$ cat src/rtl/fetch_stage_if.sv
// Fetch-stage handshake bundle: hazard/redirect inputs, instruction-memory port,
// the IF/ID register outputs and the performance counters.
interface fetch_stage_if #(
  parameter int CNT_W = 32
);
  logic             stall;
  logic             branch_taken;
  logic [31:0]      branch_target;
  logic             jump;
  logic [31:0]      jump_target;
  logic [31:0]      imem_addr;
  logic [31:0]      imem_data;
  logic [31:0]      if_id_instr;
  logic [31:0]      if_id_pc_plus4;
  logic             if_id_valid;
  logic [CNT_W-1:0] fetch_count;
  logic [CNT_W-1:0] flush_count;
  logic [CNT_W-1:0] stall_count;

  modport slave (
    input  stall, branch_taken, branch_target, jump, jump_target, imem_data,
    output imem_addr, if_id_instr, if_id_pc_plus4, if_id_valid,
           fetch_count, flush_count, stall_count
  );

  modport master (
    output stall, branch_taken, branch_target, jump, jump_target, imem_data,
    input  imem_addr, if_id_instr, if_id_pc_plus4, if_id_valid,
           fetch_count, flush_count, stall_count
  );
endinterface

$ cat src/rtl/fetch_stage.sv
// MIPS instruction-fetch stage with IF/ID pipeline register, stall/flush handling
// and fetch/flush/stall event counters.
module fetch_stage #(
  parameter logic [31:0] RESET_PC  = 32'h0000_0000,
  parameter logic [31:0] NOP_INSTR = 32'h0000_0000,
  parameter int          CNT_W     = 32
) (
  input  logic           clk,
  input  logic           reset,
  fetch_stage_if.slave   bus
);

  typedef enum logic [1:0] {
    ACT_FETCH,
    ACT_STALL,
    ACT_FLUSH
  } action_e;

  action_e          action;
  logic [31:0]      redirect_pc;
  logic [31:0]      pc_plus4;

  logic [31:0]      pc_q, pc_d;
  logic [31:0]      instr_q, instr_d;
  logic [31:0]      pc_plus4_q, pc_plus4_d;
  logic             valid_q, valid_d;
  logic [CNT_W-1:0] fetch_cnt_q, fetch_cnt_d;
  logic [CNT_W-1:0] flush_cnt_q, flush_cnt_d;
  logic [CNT_W-1:0] stall_cnt_q, stall_cnt_d;

  assign pc_plus4 = pc_q + 32'd4;

  // Stall outranks redirects because branch operands are stale while the
  // pipeline is held; branch outranks jump.
  always_comb begin
    action      = ACT_FETCH;
    redirect_pc = bus.jump_target & ~32'h3;
    if (bus.stall) begin
      action = ACT_STALL;
    end else if (bus.branch_taken) begin
      action      = ACT_FLUSH;
      redirect_pc = bus.branch_target & ~32'h3;
    end else if (bus.jump) begin
      action = ACT_FLUSH;
    end
  end

  // NOTE: every always_comb output is given a default first, so no path can
  // leave a signal unassigned and infer a latch.
  always_comb begin
    pc_d        = pc_q;
    instr_d     = instr_q;
    pc_plus4_d  = pc_plus4_q;
    valid_d     = valid_q;
    fetch_cnt_d = fetch_cnt_q;
    flush_cnt_d = flush_cnt_q;
    stall_cnt_d = stall_cnt_q;
    unique case (action)
      ACT_STALL: begin
        stall_cnt_d = stall_cnt_q + 1'b1;
      end
      ACT_FLUSH: begin
        // The word fetched this cycle is dropped: there is no delay slot.
        pc_d        = redirect_pc;
        instr_d     = NOP_INSTR;
        pc_plus4_d  = pc_plus4;
        valid_d     = 1'b0;
        flush_cnt_d = flush_cnt_q + 1'b1;
      end
      default: begin
        pc_d        = pc_plus4;
        instr_d     = bus.imem_data;
        pc_plus4_d  = pc_plus4;
        valid_d     = 1'b1;
        fetch_cnt_d = fetch_cnt_q + 1'b1;
      end
    endcase
  end

  // NOTE: state registers use non-blocking assignments so every flop samples
  // the pre-edge values, independent of statement order.
  always_ff @(posedge clk or posedge reset) begin
    if (reset) begin
      pc_q        <= RESET_PC;
      instr_q     <= NOP_INSTR;
      pc_plus4_q  <= 32'h0;
      valid_q     <= 1'b0;
      fetch_cnt_q <= '0;
      flush_cnt_q <= '0;
      stall_cnt_q <= '0;
    end else begin
      pc_q        <= pc_d;
      instr_q     <= instr_d;
      pc_plus4_q  <= pc_plus4_d;
      valid_q     <= valid_d;
      fetch_cnt_q <= fetch_cnt_d;
      flush_cnt_q <= flush_cnt_d;
      stall_cnt_q <= stall_cnt_d;
    end
  end

  assign bus.imem_addr      = pc_q;
  assign bus.if_id_instr    = instr_q;
  assign bus.if_id_pc_plus4 = pc_plus4_q;
  assign bus.if_id_valid    = valid_q;
  assign bus.fetch_count    = fetch_cnt_q;
  assign bus.flush_count    = flush_cnt_q;
  assign bus.stall_count    = stall_cnt_q;

endmodule

$ cat src/flat_wrapper.sv
// flat-port wrapper written by rule: the top's interface ports become plain ports
module fetch_stage_flat 
#(
  parameter logic [31:0] RESET_PC  = 32'h0000_0000,
  parameter logic [31:0] NOP_INSTR = 32'h0000_0000,
  parameter int          CNT_W     = 32
)
  (clk, reset, bus_stall, bus_branch_taken, bus_branch_target, bus_jump, bus_jump_target, bus_imem_data, bus_imem_addr, bus_if_id_instr, bus_if_id_pc_plus4, bus_if_id_valid, bus_fetch_count, bus_flush_count, bus_stall_count);
  fetch_stage_if #(.CNT_W(CNT_W)) bus_i ();
  input  logic clk;
  input  logic reset;
  input wire logic [$bits(bus_i.stall)-1:0] bus_stall;
  input wire logic [$bits(bus_i.branch_taken)-1:0] bus_branch_taken;
  input wire logic [$bits(bus_i.branch_target)-1:0] bus_branch_target;
  input wire logic [$bits(bus_i.jump)-1:0] bus_jump;
  input wire logic [$bits(bus_i.jump_target)-1:0] bus_jump_target;
  input wire logic [$bits(bus_i.imem_data)-1:0] bus_imem_data;
  output wire logic [$bits(bus_i.imem_addr)-1:0] bus_imem_addr;
  output wire logic [$bits(bus_i.if_id_instr)-1:0] bus_if_id_instr;
  output wire logic [$bits(bus_i.if_id_pc_plus4)-1:0] bus_if_id_pc_plus4;
  output wire logic [$bits(bus_i.if_id_valid)-1:0] bus_if_id_valid;
  output wire logic [$bits(bus_i.fetch_count)-1:0] bus_fetch_count;
  output wire logic [$bits(bus_i.flush_count)-1:0] bus_flush_count;
  output wire logic [$bits(bus_i.stall_count)-1:0] bus_stall_count;
  assign bus_i.stall = bus_stall;
  assign bus_i.branch_taken = bus_branch_taken;
  assign bus_i.branch_target = bus_branch_target;
  assign bus_i.jump = bus_jump;
  assign bus_i.jump_target = bus_jump_target;
  assign bus_i.imem_data = bus_imem_data;
  assign bus_imem_addr = bus_i.imem_addr;
  assign bus_if_id_instr = bus_i.if_id_instr;
  assign bus_if_id_pc_plus4 = bus_i.if_id_pc_plus4;
  assign bus_if_id_valid = bus_i.if_id_valid;
  assign bus_fetch_count = bus_i.fetch_count;
  assign bus_flush_count = bus_i.flush_count;
  assign bus_stall_count = bus_i.stall_count;
  fetch_stage #(.RESET_PC(RESET_PC), .NOP_INSTR(NOP_INSTR), .CNT_W(CNT_W)) u_core (.clk(clk), .reset(reset), .bus(bus_i));
endmodule
$ cat config.mk
export PLATFORM = sky130hd
export DESIGN_NAME = fetch_stage_flat
export DESIGN_NICKNAME = d
export VERILOG_FILES = /design/src/rtl/fetch_stage_if.sv /design/src/rtl/fetch_stage.sv /design/src/flat_wrapper.sv
export SDC_FILE = /design/constraint.sdc
export NUM_CORES = 1
export LEC_CHECK = 0
export BUFFER_PORTS_ARGS = -buffer_cell sky130_fd_sc_hd__buf_2
export CORE_MARGIN = 2
export CORE_UTILIZATION = 55
export CTS_CLUSTER_DIAMETER = 120
export CTS_CLUSTER_SIZE = 25
export DETAILED_ROUTE_END_ITERATION = 12
export GPL_ROUTABILITY_DRIVEN = 1
export GPL_TIMING_DRIVEN = 0
export PLACE_DENSITY = 0.83
export REMOVE_ABC_BUFFERS = 1
export SLEW_MARGIN = 25
export SYNTH_ARGS = -nofsm -noshare
export SYNTH_HDL_FRONTEND = slang
export SYNTH_SLANG_ARGS = --single-unit
export TNS_END_PERCENT = 5
$ cat constraint.sdc
create_clock -name clk -period 19.9 [get_ports clk]
set_input_delay 3.98 -clock clk [delete_from_list [all_inputs] [get_ports clk]]
set_output_delay 3.98 -clock clk [all_outputs]
set_load 0.005 [all_outputs]
Word-level counts from Yosys, hierarchy flattened
Cells that the tools add are included.
{ "totals": {"regBits": 193, "in_bits": 101, "output_inout_bits": 193, "wordCells": 22} }
{ "classes": {"add_sub_neg": 4, "n_eq_ne": 2, "n_mux": 8, "reduce_logical": 1} }
{ "op_table": {"columns": ["operator", "n"], "rows": [
  ["32-bit one-hot mux with 2 select lines", 2],
  ["32-bit by 1-bit adder with 32-bit output, second input constant", 3],
  ["32-bit 2-to-1 mux", 2],
  ["32-bit by 3-bit adder with 32-bit output, second input constant", 1],
  ["2-bit 2-to-1 mux", 3],
  ["2-bit by 1-bit equality test with 1-bit output, second input constant", 1],
  ["2-bit equality test, second input constant", 1],
  ["1-bit one-hot mux with 2 select lines", 1],
  ["2-bit OR reduction", 1]
]} }

Longest topological paths before layout
{ "logic_depth": {"word_depth": 5, "mapped_depth": 8, "depth_no_buf": 6} }

Worst setup path before layout
Ideal clock, no wire load.
{ "synth_timing": {"path_type": "input to register", "start": "input bus_branch_taken", "end": "register u_core.fetch_cnt_q[26], in the netlist u_core.bus.fetch_count[26]", "setup_ns": 0.123, "arrival_ns": 5.264, "required_time_ns": 19.777, "path_slack_ns": 14.513, "stages": 6, "path_buffers": 1, "path_cell_list": "buf_2 > nor4b_4 > nand4_4 > nor4_4 > nand4_1 > xnor2_1"} }
{ "synth_via": {"elab_chain_cells": 4} }
{ "synth_rtl": {"columns": ["element", "line_no", "text"], "rows": [
  ["start: declaration", "flat_wrapper.sv:13", "input wire logic [$bits(bus_i.branch_taken)-1:0] bus_branch_taken;"],
  ["2-bit 2-to-1 mux *", "fetch_stage.sv:40", "end else if (bus.branch_taken) begin"],
  ["2-bit 2-to-1 mux *", "fetch_stage.sv:38", "if (bus.stall) begin"],
  ["2-bit equality test / 2-bit by 1-bit equality test with 1-bit output (equally long branches)", "fetch_stage.sv:58", "unique case (action)"],
  ["2-bit OR reduction (no source line) *", null, null],
  ["end signal: assignment", "fetch_stage.sv:96", "fetch_cnt_q <= fetch_cnt_d;"],
  ["end: declaration", "fetch_stage.sv:27", "logic [CNT_W-1:0] fetch_cnt_q, fetch_cnt_d;"]
]} }
Mark *: on every way between the ends. The rest lies on a longest branch, timed or not.
A chain may end at the register's enable or synchronous reset.

Worst setup path in the final report
{ "layout_timing": {"start": "input bus_branch_taken", "end": "register u_core.pc_q[17], in the netlist u_core.bus.imem_addr[17]"} }
{ "layout_via": {"elab_chain_cells": 4} }
{ "layout_rtl": {"columns": ["element", "line_no", "text"], "rows": [
  ["2-bit 2-to-1 mux", "fetch_stage.sv:40", null],
  ["2-bit 2-to-1 mux", "fetch_stage.sv:38", null],
  ["2-bit equality test / 2-bit by 1-bit equality test with 1-bit output (equally long branches)", "fetch_stage.sv:58", null],
  ["32-bit one-hot mux with 2 select lines", "fetch_stage.sv:58", null],
  ["end signal: assignment", "fetch_stage.sv:92", "pc_q <= pc_d;"],
  ["end: declaration", "fetch_stage.sv:23", "logic [31:0] pc_q, pc_d;"]
]} }
Several ways; a longest one is shown, not always the timed one.

==> results.py <==
metrics = {
    "place": {
        "port_buffers": 285,
        "hpwl_mm": 16.2,
        "place.gp.congestion": 0.802,
    },
    "critical_path": {
        "cp-start-kind": "input pin",
        "cp_max_fo": 36,
        "end_kind": "flip-flop",
        "crit_start": "bus_branch_taken",
        "cp.required_ns": 20.21,
        "critical_path_class": "input pin to flip-flop",
        "ff2ff_path_depth": 6,
        "worst_ep_arrival_time_ns": 6.35,
        "r2r_start": "u_core.bus.imem_addr[2]",
    },
    "yosys": {
        "synth_cells": 876,
        "yosys.area.top_type": "dfrtp_1",
        "async_flop_share_pct": 100,
        "synth.avg_cell_area_um2": 10.1,
        "synth_top_area_share_pct": 53.2,
        "synthFlopType": "dfrtp_1",
        "seq_area_frac_synth_pct": 53.2,
        "ys_seq_elements": 189,
        "synth_cell_type_count": 57,
        "synthesis.area_um2": 8880,
        "synth_edf_count": 0,
        "synth_area_leaders": "dfrtp_1 (53%), xnor2_1 (8.6%), nand2_1 (5.8%)",
        "yosysWarnings": 0,
    },
    "finish": {
        "mostFrequentLayoutCells": "buf_2 (284), dfrtp_1 (189), nand2_1 (136)",
        "register_area_um2": 4730,
        "multiInputGateArea_um2": 3910,
        "drive_gt1_share_pct": 29.8,
        "nFillCells": 1188,
        "final_common_cell": "buf_2",
        "final_nets": 1248,
        "synthToLayoutAreaGrowth_pct": 25.9,
    },
    "timing": {
        "fin_skew_ns": 0.0121,
        "rsz0062_at_grt": "false",
        "whs_ns": 0.465,
        "tightest_slew_ns": 1.01,
        "fin_tns_setup_ns": 0,
        "clock.fmax_mhz": 166,
        "timing.final.hold_violations": 0,
        "post-route-min-period_ns": 6.04,
        "maxSlewViolCount": 0,
        "period_share_pct": 30.3,
        "slew_headroom_pct": 32.6,
        "finalSetupViolCount": 0,
    },
    "drt": {
        "wirelength_mm": 22.8,
        "drc": 0,
        "firstDrtPassIters": 5,
        "post_drt_via_cell_ratio": 5.49,
        "dr_total_vias": 7538,
        "antenna_left": 0,
        "drt-wirelength-per-cell_um": 16.6,
        "first_iter_violations": 478,
    },
    "global_route": {
        "grt_usage_pct": 26.7,
        "grt_max_degree": 97,
        "grt_first_pass_wirelength_mm": 35.6,
        "grt_overflow": 0,
        "grt_pass1_vias": 6992,
        "antenna_found_initial": 1,
    },
    "clock_network": {
        "cts_num_sinks": 189,
        "cts_tree": "built",
        "postCtsHoldBufs": 0,
        "cts.htree.levels": 4,
        "cts-buffers-inserted": 17,
        "post-cts-setup-buffers": 0,
        "cts_buffer_depth": 2,
        "clockRootBuffer": "clkbuf_16",
        "cts-resized-gates": 0,
        "clk_latency_ns": 0.43,
        "path_clk_slew_ns": 0.07,
    },
    "die": {
        "die_width_um": 131,
        "start_util_pct": 56.1,
        "die_area_um2": 17200,
        "die_y_um": 131,
        "core_um2": 15800,
        "io_pins": 294,
        "rows": 46,
    },
    "min_path": {
        "hold_path.class": "flip-flop to flip-flop",
        "hold_start": "u_core.bus.stall_count[31]",
        "hold_depth": 1,
    },
    "flow_run": {
        "drv_cap": 0,
    },
    "power_and_ir_drop": {
        "vdd_drop_max_uv": 54.8,
        "power_leakage_uw": 0.00556,
        "p_per_area_nw_per_um2": 90.7,
    },
    "status": {
        "status": "complete, no violations",
    },
}
==> state kept, by name, summed over array words and instances (netlist names) <==
register	flops
u_core.bus.fetch_count	32
u_core.bus.flush_count	32
u_core.bus.if_id_instr	32
u_core.bus.stall_count	32
u_core.bus.if_id_pc_plus4	30
u_core.bus.imem_addr	30
u_core.bus.if_id_valid	1
==> cell families after synthesis <==
group,Yosys count,synth area share [%]
AND/OR/NAND/NOR,316,18.0
flip-flops,189,53.2
AO/OA/AOI/OAI,171,11.9
XOR/XNOR,121,11.9
buffers and inverters,64,3.07
multiplexers,10,1.24
adder cells (fa/ha/maj),4,0.563
other,1,0.0422
==> critical path: stages <==
cell and delay, ns:
buf_2 0.60, clkinv_1 0.50, nand2_2 0.63, nor2_1 0.24, a221o_1 0.38
==> synthesized netlist by cell type (all sizes together), types with 4 or more instances <==
cell    instances
dfrtp         189
nand2         137
xnor2          87
o21ai          78
nor2           46
nand4          38
nand3          36
xor2           34
clkbuf         27
a21oi          25
inv            19
and3           16
buf            16
and4           14
a22oi          13
nor3           13
o22ai          13
o31a           10
mux2            8
a222oi          5
and2            4
ha              4
nor4            4
==> layer usage <==
metal / global-route usage [%] / vias to the layer above / share of wire [%]
li1: - / 3600 / -
met5: 0 / - / 0
met1: 33.9 / 3575 / 41
met4: 10.5 / 0 / 2.8
met3: 6.29 / 47 / 7.5
met2: 44.4 / 316 / 49
==> path summary, 6_finish.rpt <==
kind	to	slack [ns]
max in group asynchronous	u_core.bus.if_id_pc_plus4[13]	15.33
setup / recovery	u_core.bus.imem_addr[17]	13.86
hold reg to reg	u_core.bus.stall_count[31]	0.47
min in group asynchronous	u_core.bus.stall_count[9]	3.66
setup reg to reg	u_core.bus.imem_addr[30]	17.37
hold / removal	u_core.bus.stall_count[31]	0.47
==> area by class of cell <==
| class | count | share of cell area, % |
|---|---|---|
| repair buffers | 288 | 13.5 |
| clock inverters | 13 | 2.10 |
| well taps | 216 | 2.42 |
| clock buffers | 18 | 3.93 |
| inverters | 21 | 0.772 |
| flip-flops and latches | 189 | 42.3 |
| diodes | 1 | 0.0224 |
| multi-input cells | 626 | 34.9 |
==> metrics by stage <==
stage	cells	worst slack (ns)	util, %	power [uW]	instance area (um2)
final	1372	13.86	70.7	1010	11200
after global routing	1372	13.67	70.7	1060	11200
after CTS	1371	13.53	70.6	1020	11200
after detailed placement	1340	13.10	66.4	632	10500
after global placement	1337	8.62	65.7	624	10400
after floorplan	836	10.78	-	545	8700
==> report_power, final <==
| group | leakage (uW) | internal [uW] | switching [uW] |
|---|---|---|---|
| logic | 0.00275 | 74.8 | 79.6 |
| clock network | 0.000329 | 240 | 149 |
| registers | 0.00248 | 424 | 47.7 |
No activity file was read; power rests on OpenSTA's default activity.
